[src/rtl/rst_seq_pkg.sv]
// Shared types for the reset sequencer: FSM states, reset-cause encoding,
// and the counter-width helper used to size the debounce/stretch/delay counters.
package rst_seq_pkg;

  localparam int unsigned CauseW = 2;

  typedef enum logic [1:0] {
    ST_WAIT_LOCK = 2'd0,
    ST_HOLD      = 2'd1,
    ST_PERIPH    = 2'd2,
    ST_RUN       = 2'd3
  } rst_seq_state_e;

  typedef enum logic [CauseW-1:0] {
    CAUSE_POR  = 2'd0,
    CAUSE_PLL  = 2'd1,
    CAUSE_BTN  = 2'd2,
    CAUSE_SOFT = 2'd3
  } rst_cause_e;

  // One spare bit above $clog2 so a counter can hold its terminal value without wrapping.
  function automatic int unsigned cnt_width(input int unsigned n);
    return $clog2(n) + 1;
  endfunction

endpackage

[src/rtl/rst_seq_if.sv]
// Reset-sequencer signal bundle.
//   pll_locked_i  : PLL lock, asynchronous
//   btn_rst_i     : raw reset push-button, asynchronous, bouncing
//   sw_rst_req_i  : single-cycle synchronous soft-reset request
//   rst_periph_no : active-low peripheral/bus reset
//   rst_core_no   : active-low CPU core reset
//   rst_cause_o   : cause of last reset (POR/PLL/button/soft)
//   busy_o        : high while any reset output is asserted
// master = the sequencer, slave = the surrounding system.
interface rst_seq_if;
  import rst_seq_pkg::*;

  logic              pll_locked_i;
  logic              btn_rst_i;
  logic              sw_rst_req_i;
  logic              rst_periph_no;
  logic              rst_core_no;
  logic [CauseW-1:0] rst_cause_o;
  logic              busy_o;

  modport master (
    input  pll_locked_i, btn_rst_i, sw_rst_req_i,
    output rst_periph_no, rst_core_no, rst_cause_o, busy_o
  );

  modport slave (
    output pll_locked_i, btn_rst_i, sw_rst_req_i,
    input  rst_periph_no, rst_core_no, rst_cause_o, busy_o
  );
endinterface

[src/rtl/rst_seq_sync.sv]
// Two-flop synchronizer for asynchronous level inputs; 2-cycle latency.
//   clk : destination clock
//   rst : asynchronous active-high reset, clears both stages to 0
//   d   : asynchronous input
//   q   : synchronized output
module rst_seq_sync #(
  parameter int unsigned Width = 1
) (
  input  logic             clk,
  input  logic             rst,
  input  logic [Width-1:0] d,
  output logic [Width-1:0] q
);

  logic [Width-1:0] meta;

  always_ff @(posedge clk or posedge rst) begin
    if (rst) begin
      meta <= '0;
      q    <= '0;
    end else begin
      meta <= d;
      q    <= meta;
    end
  end

endmodule

[src/rtl/rst_seq.sv]
// Reset sequencer: waits for PLL lock, stretches a full reset, releases the
// peripheral reset, then the core reset after a further delay. Lock loss,
// a debounced button press or a soft request re-enter the sequence.
//   clk_sys_i : system clock
//   rst_sys_i : asynchronous active-high power-on/board reset
//   bus       : rst_seq_if.master (lock/button/soft inputs, reset/cause/busy outputs)
module rst_seq
  import rst_seq_pkg::*;
#(
  parameter int unsigned DebounceCycles  = 1000,
  parameter int unsigned StretchCycles   = 16,
  parameter int unsigned CoreDelayCycles = 8
) (
  input  logic      clk_sys_i,
  input  logic      rst_sys_i,
  rst_seq_if.master bus
);

  localparam int unsigned DbW   = cnt_width(DebounceCycles);
  localparam int unsigned HoldW = cnt_width(StretchCycles);
  localparam int unsigned CoreW = cnt_width(CoreDelayCycles);

  localparam logic [DbW-1:0]   DbMax    = DbW'(DebounceCycles);
  localparam logic [HoldW-1:0] HoldLoad = HoldW'(StretchCycles - 1);
  localparam logic [CoreW-1:0] CoreLoad = CoreW'(CoreDelayCycles - 1);

  logic lock_s;
  logic btn_s;

  // Bring the asynchronous lock and button into the clk_sys_i domain.
  rst_seq_sync #(.Width(1)) u_sync_lock (
    .clk (clk_sys_i),
    .rst (rst_sys_i),
    .d   (bus.pll_locked_i),
    .q   (lock_s)
  );

  rst_seq_sync #(.Width(1)) u_sync_btn (
    .clk (clk_sys_i),
    .rst (rst_sys_i),
    .d   (bus.btn_rst_i),
    .q   (btn_s)
  );

  // Debounce: count consecutive high cycles, saturate at DebounceCycles.
  logic [DbW-1:0] db_cnt;
  logic           btn_press;

  assign btn_press = (db_cnt == DbMax);

  always_ff @(posedge clk_sys_i or posedge rst_sys_i) begin
    if (rst_sys_i) begin
      db_cnt <= '0;
    end else if (!btn_s) begin
      db_cnt <= '0;
    end else if (!btn_press) begin
      db_cnt <= db_cnt + DbW'(1);
    end
  end

  rst_seq_state_e   state,    state_nxt;
  rst_cause_e       cause,    cause_nxt;
  logic [HoldW-1:0] hold_cnt, hold_nxt;
  logic [CoreW-1:0] core_cnt, core_nxt;
  logic             periph_n, core_n, busy;

  // Next-state decode; events are prioritised lock loss > button > soft request.
  always_comb begin
    state_nxt = state;
    cause_nxt = cause;
    hold_nxt  = hold_cnt;
    core_nxt  = core_cnt;

    if (!lock_s) begin
      state_nxt = ST_WAIT_LOCK;
      // Staying in WAIT_LOCK (e.g. power-up) is not a new event.
      if (state != ST_WAIT_LOCK) begin
        cause_nxt = CAUSE_PLL;
      end
    end else if (btn_press) begin
      state_nxt = ST_HOLD;
      hold_nxt  = HoldLoad;
      cause_nxt = CAUSE_BTN;
    end else if (bus.sw_rst_req_i && (state != ST_WAIT_LOCK)) begin
      state_nxt = ST_HOLD;
      hold_nxt  = HoldLoad;
      cause_nxt = CAUSE_SOFT;
    end else begin
      case (state)
        ST_WAIT_LOCK: begin
          state_nxt = ST_HOLD;
          hold_nxt  = HoldLoad;
        end
        ST_HOLD: begin
          if (hold_cnt == '0) begin
            state_nxt = ST_PERIPH;
            core_nxt  = CoreLoad;
          end else begin
            hold_nxt = hold_cnt - HoldW'(1);
          end
        end
        ST_PERIPH: begin
          if (core_cnt == '0) begin
            state_nxt = ST_RUN;
          end else begin
            core_nxt = core_cnt - CoreW'(1);
          end
        end
        ST_RUN: begin
          state_nxt = ST_RUN;
        end
        default: begin
          state_nxt = ST_WAIT_LOCK;
        end
      endcase
    end
  end

  // State and outputs load together from the next-state decode, so outputs
  // come straight off flops and change in the same cycle as the state.
  always_ff @(posedge clk_sys_i or posedge rst_sys_i) begin
    if (rst_sys_i) begin
      state    <= ST_WAIT_LOCK;
      cause    <= CAUSE_POR;
      hold_cnt <= '0;
      core_cnt <= '0;
      periph_n <= 1'b0;
      core_n   <= 1'b0;
      busy     <= 1'b1;
    end else begin
      state    <= state_nxt;
      cause    <= cause_nxt;
      hold_cnt <= hold_nxt;
      core_cnt <= core_nxt;
      periph_n <= (state_nxt == ST_PERIPH) || (state_nxt == ST_RUN);
      core_n   <= (state_nxt == ST_RUN);
      busy     <= (state_nxt != ST_RUN);
    end
  end

  assign bus.rst_periph_no = periph_n;
  assign bus.rst_core_no   = core_n;
  assign bus.rst_cause_o   = cause;
  assign bus.busy_o        = busy;

endmodule

[src/flat_wrapper.sv]
// flat-port wrapper written by rule: the top's interface ports become plain ports
module rst_seq_flat import rst_seq_pkg::*;
#(
  parameter int unsigned DebounceCycles  = 1000,
  parameter int unsigned StretchCycles   = 16,
  parameter int unsigned CoreDelayCycles = 8
)
  (clk_sys_i, rst_sys_i, bus_pll_locked_i, bus_btn_rst_i, bus_sw_rst_req_i, bus_rst_periph_no, bus_rst_core_no, bus_rst_cause_o, bus_busy_o);
  rst_seq_if bus_i ();
  input  logic clk_sys_i;
  input  logic rst_sys_i;
  input wire logic [$bits(bus_i.pll_locked_i)-1:0] bus_pll_locked_i;
  input wire logic [$bits(bus_i.btn_rst_i)-1:0] bus_btn_rst_i;
  input wire logic [$bits(bus_i.sw_rst_req_i)-1:0] bus_sw_rst_req_i;
  output wire logic [$bits(bus_i.rst_periph_no)-1:0] bus_rst_periph_no;
  output wire logic [$bits(bus_i.rst_core_no)-1:0] bus_rst_core_no;
  output wire logic [$bits(bus_i.rst_cause_o)-1:0] bus_rst_cause_o;
  output wire logic [$bits(bus_i.busy_o)-1:0] bus_busy_o;
  assign bus_i.pll_locked_i = bus_pll_locked_i;
  assign bus_i.btn_rst_i = bus_btn_rst_i;
  assign bus_i.sw_rst_req_i = bus_sw_rst_req_i;
  assign bus_rst_periph_no = bus_i.rst_periph_no;
  assign bus_rst_core_no = bus_i.rst_core_no;
  assign bus_rst_cause_o = bus_i.rst_cause_o;
  assign bus_busy_o = bus_i.busy_o;
  rst_seq #(.DebounceCycles(DebounceCycles), .StretchCycles(StretchCycles), .CoreDelayCycles(CoreDelayCycles)) u_core (.clk_sys_i(clk_sys_i), .rst_sys_i(rst_sys_i), .bus(bus_i));
endmodule
[config.mk]
export PLATFORM = sky130hd
export DESIGN_NAME = rst_seq_flat
export DESIGN_NICKNAME = d
export VERILOG_FILES = /design/src/rtl/rst_seq_pkg.sv /design/src/rtl/rst_seq_if.sv /design/src/rtl/rst_seq_sync.sv /design/src/rtl/rst_seq.sv /design/src/flat_wrapper.sv
export SDC_FILE = /design/constraint.sdc
export NUM_CORES = 1
export LEC_CHECK = 0
export BUFFER_PORTS_ARGS = -buffer_cell sky130_fd_sc_hd__buf_4
export CORE_ASPECT_RATIO = 1.25
export CORE_MARGIN = 2
export CORE_UTILIZATION = 40
export CTS_CLUSTER_SIZE = 24
export DETAILED_ROUTE_END_ITERATION = 8
export GPL_TIMING_DRIVEN = 1
export SLEW_MARGIN = 20
export SYNTH_ARGS = -nofsm -noshare
export SYNTH_HDL_FRONTEND = slang
export SYNTH_SLANG_ARGS = --single-unit
[constraint.sdc]
create_clock -name clk_sys_i -period 1.9 [get_ports clk_sys_i]
set_input_delay 0.38 -clock clk_sys_i [delete_from_list [all_inputs] [get_ports clk_sys_i]]
set_output_delay 0.38 -clock clk_sys_i [all_outputs]
set_load 0.05 [all_outputs]
==> PnR_summary.wiki <==
{| class="wikitable"
! Metric !! Value
|-
| Net count of the finished layout || slightly above 200
|-
| Main combinational cell family by area after synthesis || simple AND/OR/NAND/NOR gates
|-
| CTS tree || done
|-
| Cells after synthesis || ~160
|-
| Number of antenna violations at the first check in global routing || 0
|-
| Routability congestion estimate || 0.813
|-
| Path category of the worst min-delay check || input pin to async pin
|-
| Share of synthesized cell area in full adder, half adder and majority cells || 0.0677
|-
| Async set or reset register ratio after synthesis || 1.00
|-
| Type of origin of the critical path || register
|-
| Remaining max-slew budget at the tightest pin || 0.723
|-
| Share of Yosys cell area claimed by the top area cell type || 0.451
|-
| Number of global-route vias before repair || 1,290
|-
| Post-DRT Antenna Nets || 0
|-
| Syn avg cell area || just over 10 um^2
|-
| Sum of net half-perimeters after detailed placement || ~2300 um
|-
| Sinks on the clock net || 31
|-
| Max Cap Violations || 0
|-
| Latest clock arrival within the worst-skew pair || approximately 0.28 ns
|-
| Max VDD drop || 0.621 mV
|-
| Per-cell via count in the routed design || between 5 and 6
|-
| Starting density of the core || 0.413
|-
| Aggregate global-route resource usage || 0.150
|-
| Simple-Gate Fraction of Synth Area || 0.227
|-
| Clock buffers created by TritonCTS || 5
|-
| Proportion of layout cells with a drive suffix above 1 || 0.267
|-
| Number of warnings reported in the yosys synthesis log || 0
|-
| Violation count after the first detailed-routing iteration || 54
|-
| Wire length of the first global-routing pass || roughly 5500 um
|-
| Synthesized-area fraction occupied by ao, oa, aoi and oai cells || 0.132
|-
| Number of pins exceeding their max-slew limit in the final report || 0
|-
| Largest net degree at the start of global routing || 32
|-
| Leak pwr || between 0.0009 and 0.001 uW
|-
| Failing checks || negative setup slack
|-
| Leftover overflow at the end of global routing || 0
|-
| Number of rows in the core area || 26
|-
| Multiplexer area fraction after synthesis || 0.0180
|-
| Dominant cells by area after synthesis || sky130_fd_sc_hd__dfrtp_1, sky130_fd_sc_hd__ha_1, sky130_fd_sc_hd__and2_1, sky130_fd_sc_hd__inv_1, sky130_fd_sc_hd__nand2_1
|-
| Clock slew at the register clock pins of the worst setup and hold paths || ~0.07 ns
|-
| Die extent in x || between 60 and 70 um
|-
| Synth area leader || sky130_fd_sc_hd__dfrtp_1
|-
| Post-route fraction of the period consumed by the critical path || 1.07
|-
| Number of buffers between clock root and the deepest sink || 2
|-
| Final Core Density || 0.517
|-
| Worst path setup slack after routing || -0.127 ns
|-
| Core Box Area || between 0.004 and 0.005 mm^2
|-
| Vertical die dimension || 76.1 um
|-
| Post-Route Skew || between 0.002 and 0.003 ns
|-
| Fmax || slightly below 500 MHz
|-
| Number of top-level pins || 10
|-
| Finished Layout Cells || between 200 and 250
|-
| Total via count in the routed design || ~1,300
|-
| Final critical-path required period || 2.03 ns
|-
| Sequential element share of the synthesized area || 0.467
|-
| Crit path required time || between 2 and 2.5 ns
|-
| Setup crit end kind || register
|-
| Setup repair after global routing missed its margin || yes
|-
| Parity-gate share of the synthesized area counting xor and xnor cells || 0.0368
|-
| Root Buffer Master || sky130_fd_sc_hd__clkbuf_8
|-
| Number of enable flip-flop cells after synthesis || 0
|-
| Post-Synthesis Cell Area || about 0.0017 mm^2
|-
| Total Negative Setup Slacks || -0.528 ns
|-
| Actual slew at the worst max-slew pin || approximately 0.41 ns
|-
| Antenna diodes || 0
|-
| Count of endpoints failing setup in the final report || 10
|-
| 1st-pass router iterations || 4
|-
| Critical-path maximum fanout || 4
|-
| Dpl cells || 237
|-
| Crit path DAT || approximately 2.2 ns
|-
| Critical setup path kind || register to register
|-
| Run status || finished, violations left
|-
| Nets in the synthesized netlist || 175
|-
| DRC violation count after routing || 0
|-
| H-tree levels || 2
|-
| Total routed wirelength || around 3300 um
|-
| Drt wl/cell || 13.5 um
|-
| #FFs+latches synth || 31
|-
| Buffers on Ports || 9
|-
| Number of hold violations in the final report || 0
|-
| Overall die area || ~0.0047 mm^2
|-
| Synth Flop Type || sky130_fd_sc_hd__dfrtp_1
|-
| Synth cell types || 47
|-
| Smallest hold slack || 0.194 ns
|-
| Areal power density over the cells || just over 800 mW/mm^2
|-
| Syn-to-layout area delta || 25.3%
|}
-- metrics by stage --
stage | area [um^2] | power (uW) | setup slack (ns)
after floorplan | 1660 | 903 | -0.0712
after global placement | 1900 | 1020 | -0.0937
after detailed placement | 1900 | 1040 | -0.142
after CTS | 2020 | 1720 | -0.134
after global routing | 2080 | 1780 | -0.195
final | 2080 | 1700 | -0.127
-- cells in the final DEF (no fill, tap or decap), types with 2 or more instances in the layout --
cell,instances
sky130_fd_sc_hd__o31a_1,2
sky130_fd_sc_hd__xnor2_1,5
sky130_fd_sc_hd__nor2_1,5
sky130_fd_sc_hd__nor3_1,4
sky130_fd_sc_hd__nand2_1,13
sky130_fd_sc_hd__inv_2,2
sky130_fd_sc_hd__nand2b_1,2
sky130_fd_sc_hd__nor2b_1,2
sky130_fd_sc_hd__mux2i_1,3
sky130_fd_sc_hd__xor2_1,2
sky130_fd_sc_hd__ha_1,9
sky130_fd_sc_hd__nor4bb_1,2
sky130_fd_sc_hd__clkbuf_8,6
sky130_fd_sc_hd__nand3_1,6
sky130_fd_sc_hd__and2_1,9
sky130_fd_sc_hd__buf_4,24
sky130_fd_sc_hd__nor3b_1,2
sky130_fd_sc_hd__o21ai_0,6
sky130_fd_sc_hd__dfrtp_1,30
sky130_fd_sc_hd__o31ai_1,2
sky130_fd_sc_hd__buf_6,2
sky130_fd_sc_hd__nor3_2,2
sky130_fd_sc_hd__nand4_1,3
sky130_fd_sc_hd__a21oi_1,7
sky130_fd_sc_hd__a2111oi_4,2
sky130_fd_sc_hd__inv_1,12
-- critical path, cell delays in order, from the launching register on --
cell                       delay, ns
sky130_fd_sc_hd__dfrtp_1        0.39
sky130_fd_sc_hd__inv_2          0.06
sky130_fd_sc_hd__ha_1           0.13
sky130_fd_sc_hd__or4b_4         0.48
sky130_fd_sc_hd__a2111o_1       0.43
sky130_fd_sc_hd__or2_4          0.27
sky130_fd_sc_hd__o22a_1         0.17
-- state kept, by name, summed over array words and instances, names as in the netlist --
name and flops:
u_core.bus.rst_cause_o 2, u_core.core_cnt 4, u_core.state 2, u_core.u_sync_lock.meta 1, u_core.db_cnt 11, u_core.bus.rst_periph_no 1, u_core.bus.busy_o 1, u_core.bus.rst_core_no 1
u_core.hold_cnt 5, u_core.u_sync_lock.q 1, u_core.u_sync_btn.q 1, u_core.u_sync_btn.meta 1
-- cells in the mapped netlist, drive strengths merged (2+ instances only) --
library cell,instances
nand4,3
and2,10
a21boi,2
nor3,6
o21ai,6
nand2,13
inv,14
mux2i,3
a2111oi,2
o31a,2
o31ai,3
buf,3
xor2,2
clkbuf,2
a21oi,7
nor3b,2
nand3,6
nor2,5
or2,2
nor4bb,2
dfrtp,30
nor2b,2
xnor2,5
nand2b,2
ha,9
-- power by group --
group          internal [uW]  switching [uW]
Clock                    424             238
Sequential               709            29.6
Combinational            147             148
Total                   1280             416
-- timing repair --
action / in CTS / in global routing
setup buffers: 0 / 1
endpoints found under the setup margin: 5 / 13
resized for setup: 2 / 10
endpoints found under the hold margin: 0 / 0
pin swaps: 2 / 0
gates cloned: 0 / 1
hold buffers: 0 / 0
-- kinds of logic after synthesis --
logic type,Yosys count
buffers and inverters,19
adder cells (fa/ha/maj),9
XOR/XNOR,7
AO/OA/AOI/OAI,29
multiplexers,3
flip-flops,31
AND/OR/NAND/NOR,63
-- layout make-up --
type | count | area (um^2)
fillers | 383 | 1950
multi-input cells | 111 | 860
flip-flops and latches | 31 | 777
repair buffers | 27 | 208
clock buffers | 6 | 82.6
well taps | 56 | 70.1
inverters | 14 | 52.6
clock inverters | 2 | 35.0
-- routing by layer --
layer	up-vias	routed length (um)	track usage
met5	-	0	0
met4	0	18	0.0383
met3	2	52	0.0255
met2	15	1850	0.271
met1	634	1410	0.176
li1	620	-	-
-- final timing paths --
kind | start | end | slack (ns) | cells past startpoint
max | u_core.hold_cnt[0]$_DFFE_PP0P_ | u_core.core_cnt[2]$_DFFE_PP0P_ | -0.13 | 6
min | rst_sys_i | u_core.u_sync_lock.meta$_DFF_PP0_ | 0.19 | 3
max reg2reg | u_core.hold_cnt[0]$_DFFE_PP0P_ | u_core.core_cnt[2]$_DFFE_PP0P_ | -0.13 | 6
min reg2reg | u_core.u_sync_btn.meta$_DFF_PP0_ | u_core.u_sync_btn.q$_DFF_PP0_ | 0.35 | 0
max in group asynchronous | rst_sys_i | u_core.bus.busy_o$_DFF_PP1_ | 1.39 | 3
min in group clk_sys_i | bus_btn_rst_i | u_core.u_sync_btn.meta$_DFF_PP0_ | 0.21 | 1
(Power assumes the default switching activity.)
